$ cat src/rtl/bk_byte_serial_adder.sv
// rtl/bk_byte_serial_adder.sv - byte-serial multi-precision add/sub sequencer
// Drives an external combinational 8-bit adder LSB byte first, chaining carry between bytes.
module bk_byte_serial_adder #(
  parameter int NBYTES = 4,
  localparam int W = 8 * NBYTES
) (
  input  logic         clk,
  input  logic         rst,
  input  logic         in_valid,
  output logic         in_ready,
  input  logic [W-1:0] op_a,
  input  logic [W-1:0] op_b,
  input  logic         op_cin,
  input  logic         op_sub,
  output logic [7:0]   add_a,
  output logic [7:0]   add_b,
  output logic         add_cin,
  input  logic [7:0]   add_s,
  input  logic         add_cout,
  output logic         out_valid,
  input  logic         out_ready,
  output logic [W-1:0] sum,
  output logic         cout,
  output logic         ovf
);

  localparam int IW = (NBYTES > 1) ? $clog2(NBYTES) : 1;
  localparam logic [IW-1:0] LAST_IDX = IW'(NBYTES - 1);

  typedef enum logic [1:0] {
    IDLE,
    RUN,
    DONE
  } state_t;

  state_t state, state_nxt;

  logic [NBYTES-1:0][7:0] a_reg;
  logic [NBYTES-1:0][7:0] b_reg;
  logic [NBYTES-1:0][7:0] sum_reg;
  logic                   c_reg;
  logic [IW-1:0]          idx;
  logic                   cout_reg;
  logic                   ovf_reg;
  logic                   accept;
  logic                   last;

  // DONE can hand straight over to RUN when the consumer drains the result this cycle
  assign in_ready = (state == IDLE) || ((state == DONE) && out_ready);
  assign accept   = in_valid && in_ready;
  assign last     = (idx == LAST_IDX);

  assign sum  = sum_reg;
  assign cout = cout_reg;
  assign ovf  = ovf_reg;

  always_comb begin
    state_nxt = state;
    out_valid = 1'b0;
    add_a     = 8'h00;
    add_b     = 8'h00;
    add_cin   = 1'b0;
    case (state)
      IDLE: begin
        if (accept) state_nxt = RUN;
      end
      RUN: begin
        add_a   = a_reg[idx];
        add_b   = b_reg[idx];
        add_cin = c_reg;
        if (last) state_nxt = DONE;
      end
      DONE: begin
        out_valid = 1'b1;
        if (out_ready) state_nxt = in_valid ? RUN : IDLE;
      end
      default: state_nxt = IDLE;
    endcase
  end

  always_ff @(posedge clk or posedge rst) begin
    if (rst) begin
      state    <= IDLE;
      a_reg    <= '0;
      b_reg    <= '0;
      sum_reg  <= '0;
      c_reg    <= 1'b0;
      idx      <= '0;
      cout_reg <= 1'b0;
      ovf_reg  <= 1'b0;
    end else begin
      state <= state_nxt;
      if (accept) begin
        a_reg <= op_a;
        b_reg <= op_sub ? ~op_b : op_b;
        c_reg <= op_sub ? 1'b1 : op_cin;
        idx   <= '0;
      end else if (state == RUN) begin
        sum_reg[idx] <= add_s;
        c_reg        <= add_cout;
        if (last) begin
          idx      <= '0;
          cout_reg <= add_cout;
          // carry into the MSB is recovered from the MSB sum bit and its operand bits
          ovf_reg  <= add_cout ^ (a_reg[NBYTES-1][7] ^ b_reg[NBYTES-1][7] ^ add_s[7]);
        end else begin
          idx <= idx + IW'(1);
        end
      end
    end
  end

endmodule

$ cat config.mk
export PLATFORM = sky130hd
export DESIGN_NAME = bk_byte_serial_adder
export DESIGN_NICKNAME = d
export VERILOG_FILES = /design/src/rtl/bk_byte_serial_adder.sv
export SDC_FILE = /design/constraint.sdc
export NUM_CORES = 1
export LEC_CHECK = 0
export CAP_MARGIN = 20
export CORE_AREA = 2 2 109 111
export DETAILED_ROUTE_END_ITERATION = 8
export DIE_AREA = 0 0 111 113
export PLACE_DENSITY = 0.78
export SYNTH_ARGS = -nofsm -noshare
export SYNTH_HDL_FRONTEND = slang
export SYNTH_SLANG_ARGS = --single-unit
export TNS_END_PERCENT = 1
$ cat constraint.sdc
create_clock -name clk -period 3.7 [get_ports clk]
set_clock_uncertainty 0.05 [all_clocks]
set_input_delay 0.925 -clock clk [delete_from_list [all_inputs] [get_ports clk]]
set_output_delay 0.925 -clock clk [all_outputs]
set_load 0.01 [all_outputs]
==> metrics.md <==
| Metric | Value |
|---|---|
| Die Footprint | 12540 µm² |
| Die W | between 100 and 150 µm |
| DP Area | 6292 µm² |
| #FFs+latches synth | 103 |
| Setup crit start kind | flip-flop |
| H-Tree Depth | 3 |
| Slew at the pin with the worst max-slew slack | 0.8699 ns |
| RSZ-0062 raised after global routing | false |
| Final number of hold-violating endpoints | 0 |
| Synthesized area | 4910 µm² |
| Final Instance Area | 6570 µm² |
| Vias in the first global route | 3417 |
| Crit Reg-Reg Endpoint | sum[27] |
| CTS Buf Count | 9 |
| Kind of critical path | reg2out |
| Post-DR wirelength/cell | 16.98 µm |
| Clk_lat worst skew | 0.33 ns |
| R2R Setup Slk | 1.45 ns |
| Global route overflow | 0 |
| Worst R2R Path Depth | 4 |
| Sequential area share after synthesis | a little over half |
| PwrDens | 861.0 nW/µm² |
| Setup Fix Bufs, Post-CTS | 0 |
| Via density | 5.219 |
| Clock power frac | 15.5% |
| Final setup fails | 0 |
| DRC viols | 0 |
| WL final | roughly 11000 µm |
| Layout Nets | approximately 570 |
| Die Span Y | 113 µm |
| Worst hold endpoint | ovf |
| Antenna violations before repair | 0 |
| GP Congestion | 0.7670 |
| First-pass GRT wire length | 17460 µm |
| Buffers on Ports | ~130 |
| DPL Wire Length | around 7700 µm |
| Antenna-violating nets left | 0 |
| Syn_nets | 442 |
| Ports | 132 |
| Hold path cells | 2 |
| Largest net degree at the start of global routing | 57 |
| CTS tree | built |
| CP max FO | 11 |
| Min Clock Period, post-route | 3.294 ns |
| CP startpoint | idx[1] |
| Tcrit/Tclk final | around nine tenths |
| Comb power frac | 48.4% |
| Fmax | 303.6 MHz |
| FF-to-FF Start | idx[1] |
| Worst endpoint data arrival time | roughly 2.3 ns |
| Hold-fix buffers, CTS | 0 |
| NetSw | between 1.5 and 2 mW |
| FFs w/ async S/R, synth | 100.0% |
| Number of enable flip-flop cells after synthesis | 0 |
| Worst Hold Launch | ovf |
| Sequential Power Share | between 30 and 40% |
| GRT Overall Usage | 17.36% |
| DRT iter0 DRCs | 207 |
| Final setup TNS | 0 ns |
| Ant. Diodes | 0 |
| Grt met3 use | 3.160% |
| Required time of the critical path | approximately 2.7 ns |
| Initial core utilization | 43.56% |
| Sw Ratio | approximately a third |
| Type of the most critical hold path | reg2reg |
| Status | completed |
| Pleak | approximately 2.6 nW |
| Slew HR | around 42% |
| Via Count | about 3.3k |
| First-pass DRT Iterations | 4 |
| Met1 Track Usage GR | 23.10% |
| Synth Flop Type | dfrtp_1 |
| Row Count | 39 |
| FILL cells | about 960 |
| GRT met2 Usage | just under 30% |
| Clock sinks | just over 100 |
| Mean Syn Cell Area | 13.68 µm² |
| Max-cap violations | 0 |
| Synth Warn # | 0 |
| Share of cells above drive strength 1 | 22.59% |
| Post-synthesis cell type count | 27 |
| Cell-internal power | 3.863 mW |
| CTS clk-pin slew, worst paths | 0.07 ns |
| Global route hottest layer | met2 |
| PostCTS Resize Cnt | 0 |
| Crit end category | output port |
| Core ar. | 11270 µm² |
| CTS Buffer Depth | 2 |
| Syn Inst Count | between 300 and 400 |
| Max-slew violations | 0 |
| Synth-to-layout area growth | 33.82% |
| Max IR drop VDD | 0.3800 mV |
| Root Driver | clkbuf_16 |
==> metal layers <==
| metal | wire length (µm) | up-vias |
|---|---|---|
| li1 | - | 1505 |
| met5 | 0 | - |
| met2 | 5178 | 116 |
| met4 | 122 | 0 |
| met3 | 587 | 9 |
| met1 | 4807 | 1658 |
==> metrics by stage <==
step	cells	hold slack (ns)	setup slack, ns	total power, mW	utilization, %
CTS	630	0.4408	0.3298	5.724	58.29
global route	630	0.4716	0.2532	6.019	58.29
floorplan	359	0.4257	0.02116	3.693	-
global placement	614	0.4158	0.5685	4.732	55.82
finish	630	0.4476	0.4064	5.657	58.29
detailed placement	614	0.4259	0.5560	4.823	55.82
==> cell usage after synthesis, drive strengths merged (3+ instances only) <==
master / number / share of area, %
nor2b: 3 / 0.38
mux2: 65 / 17
ha: 4 / 1.0
o21ai: 3 / 0.31
nand2: 7 / 0.54
dfrtp: 103 / 52
xnor2: 35 / 6.2
clkbuf: 9 / 0.69
mux4: 16 / 7.3
and2: 18 / 2.3
inv: 3 / 0.23
buf: 19 / 3.2
a21oi: 65 / 6.6
==> cell usage in the layout (no fill, tap or decap), drive strengths merged, types with 3 or more instances in the layout <==
cell type and instances:
clkdlybuf4s50 130, dfrtp 103, a21oi 65, mux2 65, xnor2 35, and2 18, mux4 16, clkbuf 12
buf 10, nand2 7, ha 4, clkinvlp 3, nor2b 3, inv 3, o21ai 3
==> area by class of cell <==
cell class / instances / area [µm²] / area share (%)
Clock buffer: 12 / 246.5 / 3.752
Clock inverter: 4 / 31.28 / 0.4761
Inverter: 3 / 13.76 / 0.2095
Multi-Input combinational cell: 225 / 2136 / 32.51
Sequential cell: 103 / 2577 / 39.23
Tap cell: 143 / 178.9 / 2.723
Timing Repair Buffer: 140 / 1386 / 21.10
==> worst max path at each step <==
| stage | endpoint | cells past startpoint |
|---|---|---|
| 5_1_grt | add_a[4] | 3 |
| 3_5_place_dp | state[0] | 6 |
| 2_1_floorplan | a_reg[0] | 1 |
| 4_1_cts | add_a[4] | 3 |
| 6_report | add_a[4] | 3 |
| 3_3_place_gp | in_ready | 4 |
==> critical path, cell delays in order, from the launching register on <==
cell,delay (ns)
dfrtp_1,0.75
mux4_2,0.58
and2_1,0.18
clkdlybuf4s50_1,0.47
==> cells by family (layout without fill, tap and decap cells) <==
family	count (synthesis)	count (layout)	share of synthesized area, %
fa+ha+maj	4	4	1.019
mux	81	81	24.62
simple gates	34	34	4.104
buf+inv	31	159	4.103
flops	103	103	52.50
xor+xnor	35	35	6.244
compound gates	71	71	7.416
==> power by group through the flow <==
| stage | combinational, mW | sequential, mW | clock, mW |
|---|---|---|---|
| floorplan | 1.66 | 2.03 | 0 |
| global placement | 2.70 | 2.03 | 0 |
| detailed placement | 2.76 | 2.06 | 0 |
| CTS | 2.77 | 2.05 | 0.902 |
| global route | 2.95 | 2.12 | 0.945 |
| finish | 2.74 | 2.04 | 0.879 |
Power figures use the tool's default switching activity.
==> patch (same flow settings) <==
The 3 states of `state_t` get a one-hot encoding in 3 bits.
--- a/src/rtl/bk_byte_serial_adder.sv
+++ b/src/rtl/bk_byte_serial_adder.sv
@@ -29,6 +29,6 @@
 
-  typedef enum logic [1:0] {
-    IDLE,
-    RUN,
-    DONE
+  typedef enum logic [2:0] {
+    IDLE = 3'b001,
+    RUN  = 3'b010,
+    DONE = 3'b100
   } state_t;
Function: no difference found for any inputs over 4 cycles, from zero or initial values and one cycle with rst high; so few cycles prove little.
==> patch against the original RTL <==
  * Via count down 5.9%
  * Power decreased by 14%
  * Clock power is 3.4% higher
  * Wire length fell by 3.3%
  * Worst setup slack hardly changed
  * Final cell count shrank 3.5%
  * Combinational power decreased by 30%
  * Global-route usage shrank 0.078 points
  * Synthesized area up 0.33%
  * Worst hold slack better by 8.0 ps
  * Sequential cell count is 1 higher
  * Design area up 2.0%
  * First-iteration DRC count shrank 50%
  * Critical path type is now in -> out
==> patch: results (changes against the original RTL) <==
Synth
  – Post-synth net total: 413 (-6.6%)
  – Most frequent cells after synthesis: dfrtp_1 (103), mux2_2 (81), xor2_1 (32)
  – Leading post-synthesis cells by cell area: dfrtp_1 (52%), mux2_2 (19%), mux4_2 (7.3%), xor2_1 (5.7%), mux2_4 (4.9%)
  – Synth cell types: 35 (+30%)
  – Mapped Cells: 330 (-8.1%)

Global route
  – Largest net degree at the start of global routing: 48 (-16%)
  – First-pass GRT wire length: 17.35 mm (-0.67%)
  – Met2 Use GR: 28.67% (-0.90 points)
  – Vias in the first global route: 3467 (+1.5%)
  – GR Util All Layers: 17.28% (-0.078 points)
  – Met1 Use GR: 23.51% (+0.41 points)
  – Met3 usage: 3.535% (+0.37 points)

Worst setup path
  – Worst R2R Setup Slack: 1510 ps (+60 ps)
  – CP top delay family: buffers and inverters
  – Delay of the slowest critical-path stage: 540 ps (-210 ps)
  – CP max FO: 3 (-8)
  – Register-to-Register Path Depth: 3 (-1)
  – Worst R2R Start: idx[0]$_DFFE_PP0P_

Placed design
  – Post-DP Area: 6409 um2 (+1.8%)
  – Cells after DPL: 592 (-3.6%)
  – Placer congestion estimate: 0.7480 (-2.5%)
  – Worst slack at placement: 403.8 ps (-152.2 ps)
  – Dpl hpwl: 7.593 mm (-1.0%)

Drt
  – Post-Route WL: 10.34 mm (-3.3%)
  – DR vias: 3093 (-5.9%)
  – Initial DRC count: 104 (-50%)
  – Metal1 wirelength: 4.653 mm (-3.2%)
  – Vias/cell: 5.087 (-2.5%)
  – Met2 WL: 5.079 mm (-1.9%)

Power
  – Maximum vdd drop: 0.4027 mV (+6.0%)

Timing
  – Slew at the pin with the worst max-slew slack: 884.3 ps (+14.42 ps)
  – Fin worst setup slack: 406.4 ps (-0.001000 ps)
  – Hold Slack: 455.6 ps (+7.974 ps)

Hold path
  – WHS Path Cells: 1 (-1)
  – Worst Hold Launch: sum[2]$_DFFE_PP0P_

Final layout
  – Layout cells sized above 1: 31.61% (+9.0 points)

Run status
  – Status: finished clean
-- patch: power by group through the flow --
stage | Sequential (mW) | Combinational (mW) | Clock (mW)
final | 2.02 | 1.93 | 0.909
after global routing | 2.09 | 2.07 | 0.990
after CTS | 2.03 | 1.96 | 0.937
after detailed placement | 2.04 | 1.96 | 0
after global placement | 2.01 | 1.89 | 0
after floorplan | 2.00 | 1.19 | 0
-- patch: timing repair --
item	in CTS	in global routing
setup endpoints to repair	0	2
gates resized for setup	0	1
endpoints found under the hold margin	0	0
setup buffers	0	0
-- patch: layout make-up --
type                    count  area, um2
fillers                   907       4571
flip-flops and latches    104       2605
multi-input cells         202       2200
repair buffers            140       1411
clock buffers              11      252.7
well taps                 143      178.9
clock inverters             5      38.79
inverters                   3      15.01
-- patch: cells by family after synthesis --
family | share of synthesized area, %
flip-flops | 52.86
buffers and inverters | 2.743
AO/OA/AOI/OAI | 1.372
XOR/XNOR | 6.223
multiplexers | 30.71
adder cells (fa/ha/maj) | 1.016
AND/OR/NAND/NOR | 5.081
